===== config.mk =====
export PLATFORM = sky130hd
export DESIGN_NAME = cdc_handshake_rx
export DESIGN_NICKNAME = d
export VERILOG_FILES = /design/src/rtl/cdc_handshake_rx.sv
export SDC_FILE = /design/constraint.sdc
export NUM_CORES = 1
export LEC_CHECK = 0
export CAP_MARGIN = 40
export CORE_ASPECT_RATIO = 1.5
export CORE_MARGIN = 2
export CORE_UTILIZATION = 40
export CTS_BUF_LIST = sky130_fd_sc_hd__clkbuf_4
export DETAILED_ROUTE_END_ITERATION = 10
export HOLD_SLACK_MARGIN = 0.15
export PLACE_DENSITY = 0.7
export SLEW_MARGIN = 5
export SYNTH_ARGS = -nofsm -noshare
export SYNTH_HDL_FRONTEND = slang
export SYNTH_SLANG_ARGS = --single-unit

===== constraint.sdc =====
create_clock -name Bclk -period 1.6 [get_ports Bclk]
set_clock_uncertainty 0.1 [all_clocks]
set_input_delay 0.32 -clock Bclk [delete_from_list [all_inputs] [get_ports Bclk]]
set_output_delay 0.32 -clock Bclk [all_outputs]
set_load 0.01 [all_outputs]

===== src/rtl/cdc_handshake_rx.sv =====
// Destination-side receiver of a four-phase req/ack handshake.
// Synchronizes req into Bclk, captures Din once the request is seen, and returns a registered level ack.
module cdc_handshake_rx #(
  parameter int SYNC_STAGES = 2
) (
  input  logic       Bclk,
  input  logic       reset,
  input  logic       req,
  input  logic [3:0] Din,
  output logic       ack,
  output logic [3:0] Dout,
  output logic       valid,
  output logic [7:0] count,
  output logic       busy
);

  typedef enum logic [1:0] {
    IDLE    = 2'd0,
    CAPTURE = 2'd1,
    ACK     = 2'd2
  } state_t;

  state_t                 state_q, state_d;
  logic [SYNC_STAGES-1:0] sync_q, sync_d;
  logic                   req_s;
  logic                   ack_q, ack_d;
  logic                   valid_q, valid_d;
  logic                   busy_q, busy_d;
  logic [3:0]             dout_q, dout_d;
  logic [7:0]             count_q, count_d;

  function automatic logic [7:0] sat_inc(input logic [7:0] v);
    if (v == 8'hFF) begin
      return v;
    end else begin
      return v + 8'd1;
    end
  endfunction

  // Only the last synchronizer stage is allowed to reach the FSM.
  assign req_s  = sync_q[SYNC_STAGES-1];
  assign sync_d = {sync_q[SYNC_STAGES-2:0], req};

  // Next-state and output-register logic.
  always_comb begin
    state_d = state_q;
    ack_d   = ack_q;
    valid_d = 1'b0;
    dout_d  = dout_q;
    count_d = count_q;
    case (state_q)
      IDLE: begin
        ack_d = 1'b0;
        if (req_s) begin
          state_d = CAPTURE;
        end else begin
          state_d = IDLE;
        end
      end
      CAPTURE: begin
        // Din is stable here: the sender holds it until it sees ack.
        state_d = ACK;
        dout_d  = Din;
        valid_d = 1'b1;
        ack_d   = 1'b1;
        count_d = sat_inc(count_q);
      end
      ACK: begin
        if (req_s) begin
          state_d = ACK;
          ack_d   = 1'b1;
        end else begin
          state_d = IDLE;
          ack_d   = 1'b0;
        end
      end
      default: begin
        state_d = IDLE;
        ack_d   = 1'b0;
      end
    endcase
    busy_d = (state_d != IDLE);
  end

  // State, synchronizer and output registers.
  always_ff @(posedge Bclk) begin
    if (reset) begin
      state_q <= IDLE;
      sync_q  <= '0;
      ack_q   <= 1'b0;
      valid_q <= 1'b0;
      busy_q  <= 1'b0;
      dout_q  <= 4'b0000;
      count_q <= 8'd0;
    end else begin
      state_q <= state_d;
      sync_q  <= sync_d;
      ack_q   <= ack_d;
      valid_q <= valid_d;
      busy_q  <= busy_d;
      dout_q  <= dout_d;
      count_q <= count_d;
    end
  end

  assign ack   = ack_q;
  assign valid = valid_q;
  assign busy  = busy_q;
  assign Dout  = dout_q;
  assign count = count_q;

endmodule

==> results of run 1 <==
[layout make-up]
class,instances,area (um^2),area share
repair buffers,29,290,0.241
multi-input cells,59,462,0.383
well taps,22,27.5,0.0228
inverters,3,11.3,0.00935
clock inverters,1,5.00,0.00415
flip-flops and latches,19,387,0.321
clock buffers,3,22.5,0.0187
[critical path, delay by kind of cell (launching register included)]
family / cells / cell delay (ns)
flops: 1 / 0.35
buf+inv: 2 / 0.30
mux: 1 / 0.30
fa+ha+maj: 1 / 0.16
simple gates: 1 / 0.12
compound gates: 1 / 0.11
[per-stage QoR]
step                power (W)  hold WS (ns)  std cells  setup TNS [ns]  instance area [um^2]
finish               0.000784         0.359        136               0                  1200
global route         0.000823         0.374        136         -0.0154                  1200
CTS                  0.000790         0.359        135               0                  1160
detailed placement   0.000561         0.343        131               0                  1140
global placement     0.000559         0.322        131               0                  1140
floorplan            0.000523         0.314         85               0                   863
[report_power, final]
group / switching [W] / internal, W
sequential: 0.00000394 / 0.000480
clock: 0.000142 / 0.0000929
combinational: 0.0000263 / 0.0000385
total: 0.000172 / 0.000612
[worst min-delay path by stage]
stage               from  slack [ns]  cells after the start        end
2_1_floorplan  sync_q[0]        0.31                      1  sync_q[1]
3_3_place_gp   sync_q[0]        0.32                      1  sync_q[1]
3_5_place_dp   sync_q[0]        0.34                      1  sync_q[1]
4_1_cts        sync_q[0]        0.36                      1  sync_q[1]
5_1_grt        sync_q[0]        0.37                      1  sync_q[1]
6_report       sync_q[0]        0.36                      1  sync_q[1]
[registers in the layout, indices dropped and copies added (netlist names)]
signal / cells
state_q: 2
busy: 1
Dout: 4
valid: 1
ack: 1
sync_q: 2
count: 8
[routing by layer]
layer | part of all wire | track usage | up-vias
met5 | 0 | 0 | -
met4 | 0.011 | 0.0829 | 0
met3 | 0.042 | 0.0268 | 2
met2 | 0.52 | 0.259 | 12
met1 | 0.42 | 0.149 | 332
li1 | - | - | 354
[timing repair]
item | 4_1_cts | 5_1_grt
setup endpoints to repair | 9 | 10
resized for setup | 13 | 11
pin swaps | 0 | 2
setup buffers | 0 | 1
[kinds of logic after synthesis]
group,Yosys count,synth area share
flip-flops,19,0.442
AND/OR/NAND/NOR,32,0.218
buffers and inverters,7,0.0450
adder cells (fa/ha/maj),5,0.0727
multiplexers,8,0.110
AO/OA/AOI/OAI,14,0.112
[synthesized netlist by cell type]
cell type,instances
sky130_fd_sc_hd__and3_2,1
sky130_fd_sc_hd__mux2i_1,5
sky130_fd_sc_hd__nor2_1,8
sky130_fd_sc_hd__ha_1,5
sky130_fd_sc_hd__nor2b_1,7
sky130_fd_sc_hd__nor3b_1,2
sky130_fd_sc_hd__a311oi_1,1
sky130_fd_sc_hd__nor4_1,1
sky130_fd_sc_hd__dfxtp_1,19
sky130_fd_sc_hd__nand4_1,2
sky130_fd_sc_hd__a21boi_0,1
sky130_fd_sc_hd__clkbuf_1,1
sky130_fd_sc_hd__nand3_1,2
sky130_fd_sc_hd__a211oi_1,1
sky130_fd_sc_hd__nor4bb_1,1
sky130_fd_sc_hd__a21oi_2,1
sky130_fd_sc_hd__and4_1,2
sky130_fd_sc_hd__nand2b_1,2
sky130_fd_sc_hd__inv_1,3
sky130_fd_sc_hd__mux2_4,3
sky130_fd_sc_hd__o21ai_0,2
sky130_fd_sc_hd__buf_4,1
sky130_fd_sc_hd__buf_2,1
sky130_fd_sc_hd__or3_1,1
sky130_fd_sc_hd__a211oi_2,1
sky130_fd_sc_hd__nand2_1,1
sky130_fd_sc_hd__a21boi_2,1
sky130_fd_sc_hd__buf_6,1
sky130_fd_sc_hd__a21oi_1,6
sky130_fd_sc_hd__or2b_1,1
sky130_fd_sc_hd__nor3_1,1
==> out/metrics.yaml, run 1 <==
critical_path:
  max_stage_delay_ns: 0.35
  arrival_ns: 1.63
  crit_required_ns: 1.69
  path_type_of_the_worst_setup_path: "register to register"
  crit-reg2reg-launch: "state_q[1]"
  critPathMaxFanout: 4
  critical-path-slowest-cell: "sky130_fd_sc_hd__dfxtp_2"
  timing.reg2reg.worst_path_depth: 6
  worstPathCellList: "inv_1 -> ha_4 -> nand4_1 -> buf_4 -> a21oi_2 -> mux2_4"
  setup.worst_path.start_class: "register"
  worstSetupEndpointType: "register"
  setup.worst_path.start: "state_q[1]"
  reg2reg_to: "count[3]"
  cp_capture_point: "count[3]"
  regToRegSetupSlack_ns: 0.06
cts:
  tritoncts.num_buffers: 3
  clkLatencyLatePin_ns: 0.29
  cts_htree_levels: 1
  numClockSinks: 19
  clock_tree_from_tritoncts: "done"
  clockRootBuffer: "sky130_fd_sc_hd__clkbuf_4"
  cts.path.max_buffers: 2
  clk_transition_reported_paths_ns: 0.10
  postCtsHoldBufs: 0
die:
  std_cell_rows: 20
  initial_core_util: 0.425
  io_pins: 22
  die_x_um: 41.9
  fp.dieArea_um2: 2550
  fp.dieH_um: 60.8
  core_um2: 2030
placed_design:
  hpwlAfterDp_um: 1190
  portBuffers: 21
  placement.setup.worst_slack_ns: 0.0571
  gp_congestion: 0.770
layout:
  final_cell_mix: "14 x sky130_fd_sc_hd__dfxtp_1, 9 x sky130_fd_sc_hd__dlygate4sd2_1, 8 x sky130_fd_sc_hd__nor2_1"
  layout_commonest_cell: "sky130_fd_sc_hd__dfxtp_1"
  syn2layout_area_growth_pct: 40.0
  final_net_count: 127
  finish.utilization: 0.594
  final_layout_size_suffix_gt1_frac: 0.237
  diodes: 0
  layout.filler_cells: 191
detailed_routing:
  drt_drc_violations_left: 0
  drt-pass1-iter-count: 4
  route.antenna.remaining_nets: 0
  route.vias.total: 700
  detailedRoute.firstIterationViolations: 8
  routed_wire_length_per_instance_um: 12.6
  via_per_inst: 5.15
  route.final.wire_length_um: 1720
sta:
  setup-violations-final: 0
  final_critical_period_ns: 1.54
  fin_crit_sh: 0.961
  fin_ws_ns: 0.0629
  timing.slew.headroom: 0.733
  final_hold_viol_count: 0
  timing_worst_slew_pin_value_ns: 0.397
  maximum_achievable_frequency_ghz: 0.651
  final-max-slew-violation-count: 0
grt:
  grt_overflow: 0
  grt_pass1_vias: 677
  grt_pass1_wl_um: 2750
  grt_start_max_net_pins: 24
  track_usage: 0.141
  number_of_antenna_violations_at_the_first_check_in_global_routing: 0
worst_hold_path:
  timing.hold.worst.class: "register to register"
job:
  cap_viol_max_count: 0
synthesis:
  sequential_share_of_the_synthesized_area: 0.442
  mappedNetlistNets: 97
  synth_cell_type_count: 31
  synth_top_cells_by_area: "sky130_fd_sc_hd__dfxtp_1 44%, sky130_fd_sc_hd__ha_1 7.3%, sky130_fd_sc_hd__mux2i_1 5.8%"
  synth_top_area_frac: 0.442
  synthesis.area_um2: 861
  synth.yosys.warnings: 0
  synth.avg_cell_area_um2: 10.1
  synth_area_leader_cell: "sky130_fd_sc_hd__dfxtp_1"
  synthCells: 85
  synth_seq_cells: 19
status:
  result_of_the_run: "finished clean"
power:
  p_per_area_nw_per_um2: 650
  cellLeakagePower_nw: 0.596
  vdd.ir_drop.worst_mv: 0.512
Note: power is estimated with default switching activity, not from simulation.
==> run 2: changes to the inputs <==
--- a/config.mk
+++ b/config.mk
@@ -5,6 +5,7 @@
 export SDC_FILE = /design/constraint.sdc
 export NUM_CORES = 1
 export LEC_CHECK = 0
+export ABC_CLOCK_PERIOD_IN_PS = 1260
 export CAP_MARGIN = 40
 export CORE_ASPECT_RATIO = 1.5
 export CORE_MARGIN = 2
@@ -12,7 +13,7 @@
 export CTS_BUF_LIST = sky130_fd_sc_hd__clkbuf_4
 export DETAILED_ROUTE_END_ITERATION = 10
 export HOLD_SLACK_MARGIN = 0.15
-export PLACE_DENSITY = 0.7
+export PLACE_DENSITY_LB_ADDON = 0.05
 export SLEW_MARGIN = 5
 export SYNTH_ARGS = -nofsm -noshare
 export SYNTH_HDL_FRONTEND = slang
==> constraint.sdc (replaced) <==
create_clock -name Bclk -period 1.26 [get_ports Bclk]
set_clock_uncertainty 0.1 [all_clocks]
set_input_delay 0.252 -clock Bclk [delete_from_list [all_inputs] [get_ports Bclk]]
set_output_delay 0.252 -clock Bclk [all_outputs]
set_load 0.01 [all_outputs]
==> out/metrics.yaml, run 2 (synthesized netlist as in run 1, its figures left out) <==
layout:
  syn2layout_area_growth_pct: 62.6
  diodes: 0  # unchanged
  final_cell_mix: "23 x sky130_fd_sc_hd__buf_4, 10 x sky130_fd_sc_hd__buf_6, 9 x sky130_fd_sc_hd__dfxtp_2"
  final_net_count: 147  # +16%
  stdcell_count: 156  # +15%
  final_layout_size_suffix_gt1_frac: 0.537  # +0.300
  finish.utilization: 0.691  # +0.0963
  layout_commonest_cell: "sky130_fd_sc_hd__buf_4"
  max_ffs_per_register: 8  # unchanged
  design_area_um2: 1400  # +16%
  layout.filler_cells: 169  # -12%
cts:
  numClockSinks: 19  # unchanged
  tritoncts.num_buffers: 3  # unchanged
  clockRootBuffer: "sky130_fd_sc_hd__clkbuf_4"
  clkLatencyLatePin_ns: 0.29  # about the same
  clk_transition_reported_paths_ns: 0.11  # about the same
  cts.path.max_buffers: 2  # unchanged
  clock_tree_from_tritoncts: "done"
  cts_htree_levels: 1  # unchanged
detailed_routing:
  routed_wire_length_per_instance_um: 12.8  # +0.86%
  via_per_inst: 5.02  # -2.5%
  drt-pass1-iter-count: 4  # unchanged
  drt_drc_violations_left: 0  # unchanged
  detailedRoute.firstIterationViolations: 5  # -3
  route.final.wire_length_um: 1990  # +16%
  route.antenna.remaining_nets: 0  # unchanged
  route.vias.total: 783  # +12%
status:
  failing_checks: "setup timing"
  result_of_the_run: "finished with violations"
power:
  p_per_area_nw_per_um2: 718  # +10%
  cellLeakagePower_nw: 0.579  # -2.8%
  vdd.ir_drop.worst_mv: 0.735  # +43%
sta:
  fin_ws_ns: -0.227  # -0.290 ns
  timing.slew.headroom: 0.856  # +0.123
  final_hold_viol_count: 0  # unchanged
  fin_crit_sh: 1.18  # +0.219
  maximum_achievable_frequency_ghz: 0.673  # +3.4%
  rsz0062_at_grt: "yes"
  holdWs_ns: 0.359  # +0.000300 ns
  final_critical_period_ns: 1.49  # -0.0503 ns
  setup-violations-final: 7  # +7
  final-max-slew-violation-count: 0  # unchanged
  tns_ns: -0.843  # -0.843 ns
  timing_worst_slew_pin_value_ns: 0.213  # -0.184 ns
worst_hold_path:
  timing.hold.worst.class: "register to register"
critical_path:
  crit_path_leading_delay_family: "flip-flops"
  critical-path-slowest-cell: "sky130_fd_sc_hd__dfxtp_2"
  worstSetupEndpointType: "register"
  path_type_of_the_worst_setup_path: "register to register"
  setup.worst_path.start_class: "register"
  critPathMaxFanout: 3  # -1
  arrival_ns: 1.57  # -0.06 ns
  max_stage_delay_ns: 0.34  # about the same
  crit_required_ns: 1.35  # -0.34 ns
  worstPathCellList: "buf_6 -> ha_4 -> and3_4 -> a211oi_2 -> mux2_4"
  crit_buf_inv: 1  # -1
die:
  io_pins: 22  # unchanged
  core_um2: 2030  # unchanged
  std_cell_rows: 20  # unchanged
  die_x_um: 41.9  # unchanged
  fp.dieH_um: 60.8  # unchanged
  fp.dieArea_um2: 2550  # unchanged
  initial_core_util: 0.425  # unchanged
grt:
  grt_start_max_net_pins: 12  # -50%
  grt_pass1_vias: 774  # +14%
  grt_overflow: 0  # unchanged
  track_usage: 0.164  # +0.0232
  grt_pass1_wl_um: 3150  # +15%
  number_of_antenna_violations_at_the_first_check_in_global_routing: 0  # unchanged
placed_design:
  portBuffers: 21  # unchanged
  dpl-instance-area_um2: 1270  # +12%
  dpl.cell_count: 146  # +11%
  gp_congestion: 0.736  # -4.3%
  hpwlAfterDp_um: 1480  # +24%
job:
  cap_viol_max_count: 0  # unchanged
## run 2: cell count changes in the layout (fill, tap and decap cells not counted), sizes merged
cell           before  now
buf                 8   35
dlygate4sd2         9    1
dlymetal6s2s        6    0
clkbuf              3    7
clkdlybuf4s15       0    3
## run 2: timing repair
item,CTS,global route
resized for setup,57,21
pin swaps,4,3
setup buffers,5,3
hold buffers,0,0
endpoints found under the setup margin,23,26
## run 2: worst paths after layout
| kind | cells past startpoint | end | slack [ns] | startpoint |
|---|---|---|---|---|
| setup / recovery | 5 | count[5] | -0.23 | count[0] |
| hold / removal | 1 | sync_q[1] | 0.36 | sync_q[0] |
| setup reg to reg | 5 | count[5] | -0.23 | count[0] |
| hold reg to reg | 1 | sync_q[1] | 0.36 | sync_q[0] |
## run 2: metal layers
| metal | global-route usage | up-vias | routed length [um] |
|---|---|---|---|
| li1 | - | 399 | - |
| met1 | 0.159 | 370 | 764 |
| met2 | 0.335 | 12 | 1140 |
| met3 | 0.0208 | 2 | 69 |
| met4 | 0.0829 | 0 | 21 |
| met5 | 0 | - | 0 |
## run 2: cell type report
class | count | area [um^2] | area share
clock buffer | 3 | 22.5 | 0.0161
inverter | 3 | 11.3 | 0.00804
clock inverter | 1 | 5.00 | 0.00357
sequential | 19 | 399 | 0.285
timing repair buffer | 49 | 415 | 0.297
multi-input combinational | 59 | 519 | 0.371
tap | 22 | 27.5 | 0.0197
## run 2: stage by stage
stage	setup WS (ns)	power, W
CTS	-0.227	0.00102
global route	-0.255	0.00106
global placement	-0.163	0.000716
floorplan	-0.164	0.000667
detailed placement	-0.202	0.000719
finish	-0.227	0.00101
## run 2: power breakdown
part           switching, W  leakage, nW  internal [W]
Sequential       0.00000540        0.160      0.000606
Combinational     0.0000367        0.402     0.0000579
Clock              0.000181       0.0177      0.000118
Total              0.000223        0.579      0.000782
==> run 3: changes to the inputs <==
--- a/config.mk
+++ b/config.mk
@@ -14,6 +14,7 @@
 export DETAILED_ROUTE_END_ITERATION = 10
 export HOLD_SLACK_MARGIN = 0.15
 export PLACE_DENSITY_LB_ADDON = 0.05
+export RECOVER_POWER = 25
 export SLEW_MARGIN = 5
 export SYNTH_ARGS = -nofsm -noshare
 export SYNTH_HDL_FRONTEND = slang
==> out/metrics.yaml, run 3 (synthesized netlist as in run 1, its figures left out) <==
grt:
  grt_overflow: 0  # unchanged
  track_usage: 0.164  # unchanged
  grt_start_max_net_pins: 12  # unchanged
  grt_pass1_vias: 774  # unchanged
  grt_pass1_wl_um: 3150  # unchanged
  number_of_antenna_violations_at_the_first_check_in_global_routing: 0  # unchanged
placed_design:
  hpwlAfterDp_um: 1480  # unchanged
  portBuffers: 21  # unchanged
  placement.setup.worst_slack_ns: -0.202  # unchanged
  dpl-instance-area_um2: 1270  # unchanged
  gp_congestion: 0.736  # unchanged
detailed_routing:
  route.vias.total: 782  # -0.13%
  route.final.wire_length_um: 1990  # -0.10%
  route.antenna.remaining_nets: 0  # unchanged
  detailedRoute.firstIterationViolations: 5  # unchanged
  drt_drc_violations_left: 0  # unchanged
  via_per_inst: 5.01  # -0.13%
  routed_wire_length_per_instance_um: 12.7  # -0.10%
  drt-pass1-iter-count: 4  # unchanged
layout:
  design_area_um2: 1390  # -0.45%
  max_ffs_per_register: 8  # unchanged
  final_net_count: 147  # unchanged
  syn2layout_area_growth_pct: 61.9
  layout_commonest_cell: "sky130_fd_sc_hd__buf_4"
  final_cell_mix: "21 x sky130_fd_sc_hd__buf_4, 10 x sky130_fd_sc_hd__buf_6, 9 x sky130_fd_sc_hd__dfxtp_1"
  diodes: 0  # unchanged
  final_layout_size_suffix_gt1_frac: 0.530  # -0.00746
sta:
  final-max-slew-violation-count: 0  # unchanged
  rsz0062_at_grt: "yes"
  setup-violations-final: 7  # unchanged
  fin_crit_sh: 1.18  # about the same
  fin_ws_ns: -0.227  # +0.00000600 ns
  final_hold_viol_count: 0  # unchanged
  tns_ns: -0.843  # -0.000171 ns
  final_critical_period_ns: 1.49  # -0.00000600 ns
  timing_worst_slew_pin_value_ns: 0.213  # +0.000000238 ns
  timing.slew.headroom: 0.856  # unchanged
  maximum_achievable_frequency_ghz: 0.673  # about the same
critical_path:
  critical-path-slowest-cell: "sky130_fd_sc_hd__dfxtp_2"
  path_type_of_the_worst_setup_path: "register to register"
  timing.reg2reg.worst_path_depth: 5  # unchanged
  crit_path_leading_delay_family: "flip-flops"
  arrival_ns: 1.57  # about the same
  reg2reg_to: "count[5]"
  setup.worst_path.start_class: "register"
  worstPathCellList: "buf_6 -> ha_4 -> and3_4 -> a211oi_2 -> mux2_4"
  crit_buf_inv: 1  # unchanged
  max_stage_delay_ns: 0.34  # about the same
  crit-reg2reg-launch: "count[0]"
  worstSetupEndpointType: "register"
  regToRegSetupSlack_ns: -0.23  # about the same
  critPathMaxFanout: 3  # unchanged
  crit_required_ns: 1.35  # about the same
die:
  io_pins: 22  # unchanged
  std_cell_rows: 20  # unchanged
  fp.dieH_um: 60.8  # unchanged
  die_x_um: 41.9  # unchanged
  fp.dieArea_um2: 2550  # unchanged
  core_um2: 2030  # unchanged
  initial_core_util: 0.425  # unchanged
job:
  cap_viol_max_count: 0  # unchanged
cts:
  clk_transition_reported_paths_ns: 0.11  # about the same
  tritoncts.num_buffers: 3  # unchanged
  cts.path.max_buffers: 2  # unchanged
  clkLatencyLatePin_ns: 0.29  # about the same
  numClockSinks: 19  # unchanged
  clockRootBuffer: "sky130_fd_sc_hd__clkbuf_4"
  clock_tree_from_tritoncts: "done"
  cts_htree_levels: 1  # unchanged
worst_hold_path:
  min_to: "sync_q[1]"
  hold-path-cell-count: 1  # unchanged
  hold_path_startpoint: "sync_q[0]"
  timing.hold.worst.class: "register to register"
power:
  cellLeakagePower_nw: 0.578  # -0.31%
  vdd.ir_drop.worst_mv: 0.735  # about the same
  p_per_area_nw_per_um2: 720  # +0.25%
status:
  result_of_the_run: "finished with violations"
  failing_checks: "setup timing"
run 3: cell types whose count changed in the layout (fill, tap and decap cells not counted):
cell	change
sky130_fd_sc_hd__buf_4	-2
sky130_fd_sc_hd__clkbuf_2	+2
sky130_fd_sc_hd__dfxtp_1	+1
sky130_fd_sc_hd__dfxtp_2	-1
run 3: layout make-up:
type / count / area (um^2)
clock buffer: 3 / 22.5
clock inverter: 1 / 5.00
fill: 170 / 633
inverter: 3 / 11.3
multi-input combinational: 59 / 519
sequential: 19 / 398
tap: 22 / 27.5
timing repair buffer: 49 / 410
run 3: per-stage QoR:
step	cells	util	total power [W]	hold WS, ns
3_3_place_gp	146	0.627	0.000716	0.326
4_1_cts	155	0.669	0.00102	0.361
3_5_place_dp	146	0.627	0.000719	0.340
5_1_grt	156	0.688	0.00105	0.390
6_report	156	0.688	0.00100	0.359
2_1_floorplan	85	-	0.000667	0.280
run 3: worst max-delay path by stage:
stage	startpoint	end	slack, ns	cells after the start
final	count[0]	count[5]	-0.23	5
after global routing	count[0]	count[5]	-0.26	5
after CTS	count[0]	count[5]	-0.23	5
after detailed placement	reset	count[4]	-0.20	4
after global placement	reset	count[4]	-0.16	4
after floorplan	count[1]	count[5]	-0.16	4
run 3: what timing repair did:
action / 4_1_cts / 5_1_grt
pin swaps: 4 / 3
endpoints found under the setup margin: 23 / 26
buffers inserted: 5 / 3
hold buffers: 0 / 0
endpoints found under the hold margin: 0 / 0
resized for setup: 57 / 21
run 3: routing by layer:
layer	up-vias	wire length (um)	global-route usage	part of all wire
li1	399	-	-	-
met1	369	765	0.159	0.38
met2	12	1130	0.335	0.57
met3	2	69	0.0208	0.035
met4	0	21	0.0829	0.011
met5	-	0	0	0
run 3: where the power goes:
part | switching [W] | internal [W] | leakage (nW)
clock | 0.000181 | 0.000118 | 0.0177
sequential | 0.00000540 | 0.000606 | 0.160
combinational | 0.0000366 | 0.0000559 | 0.400
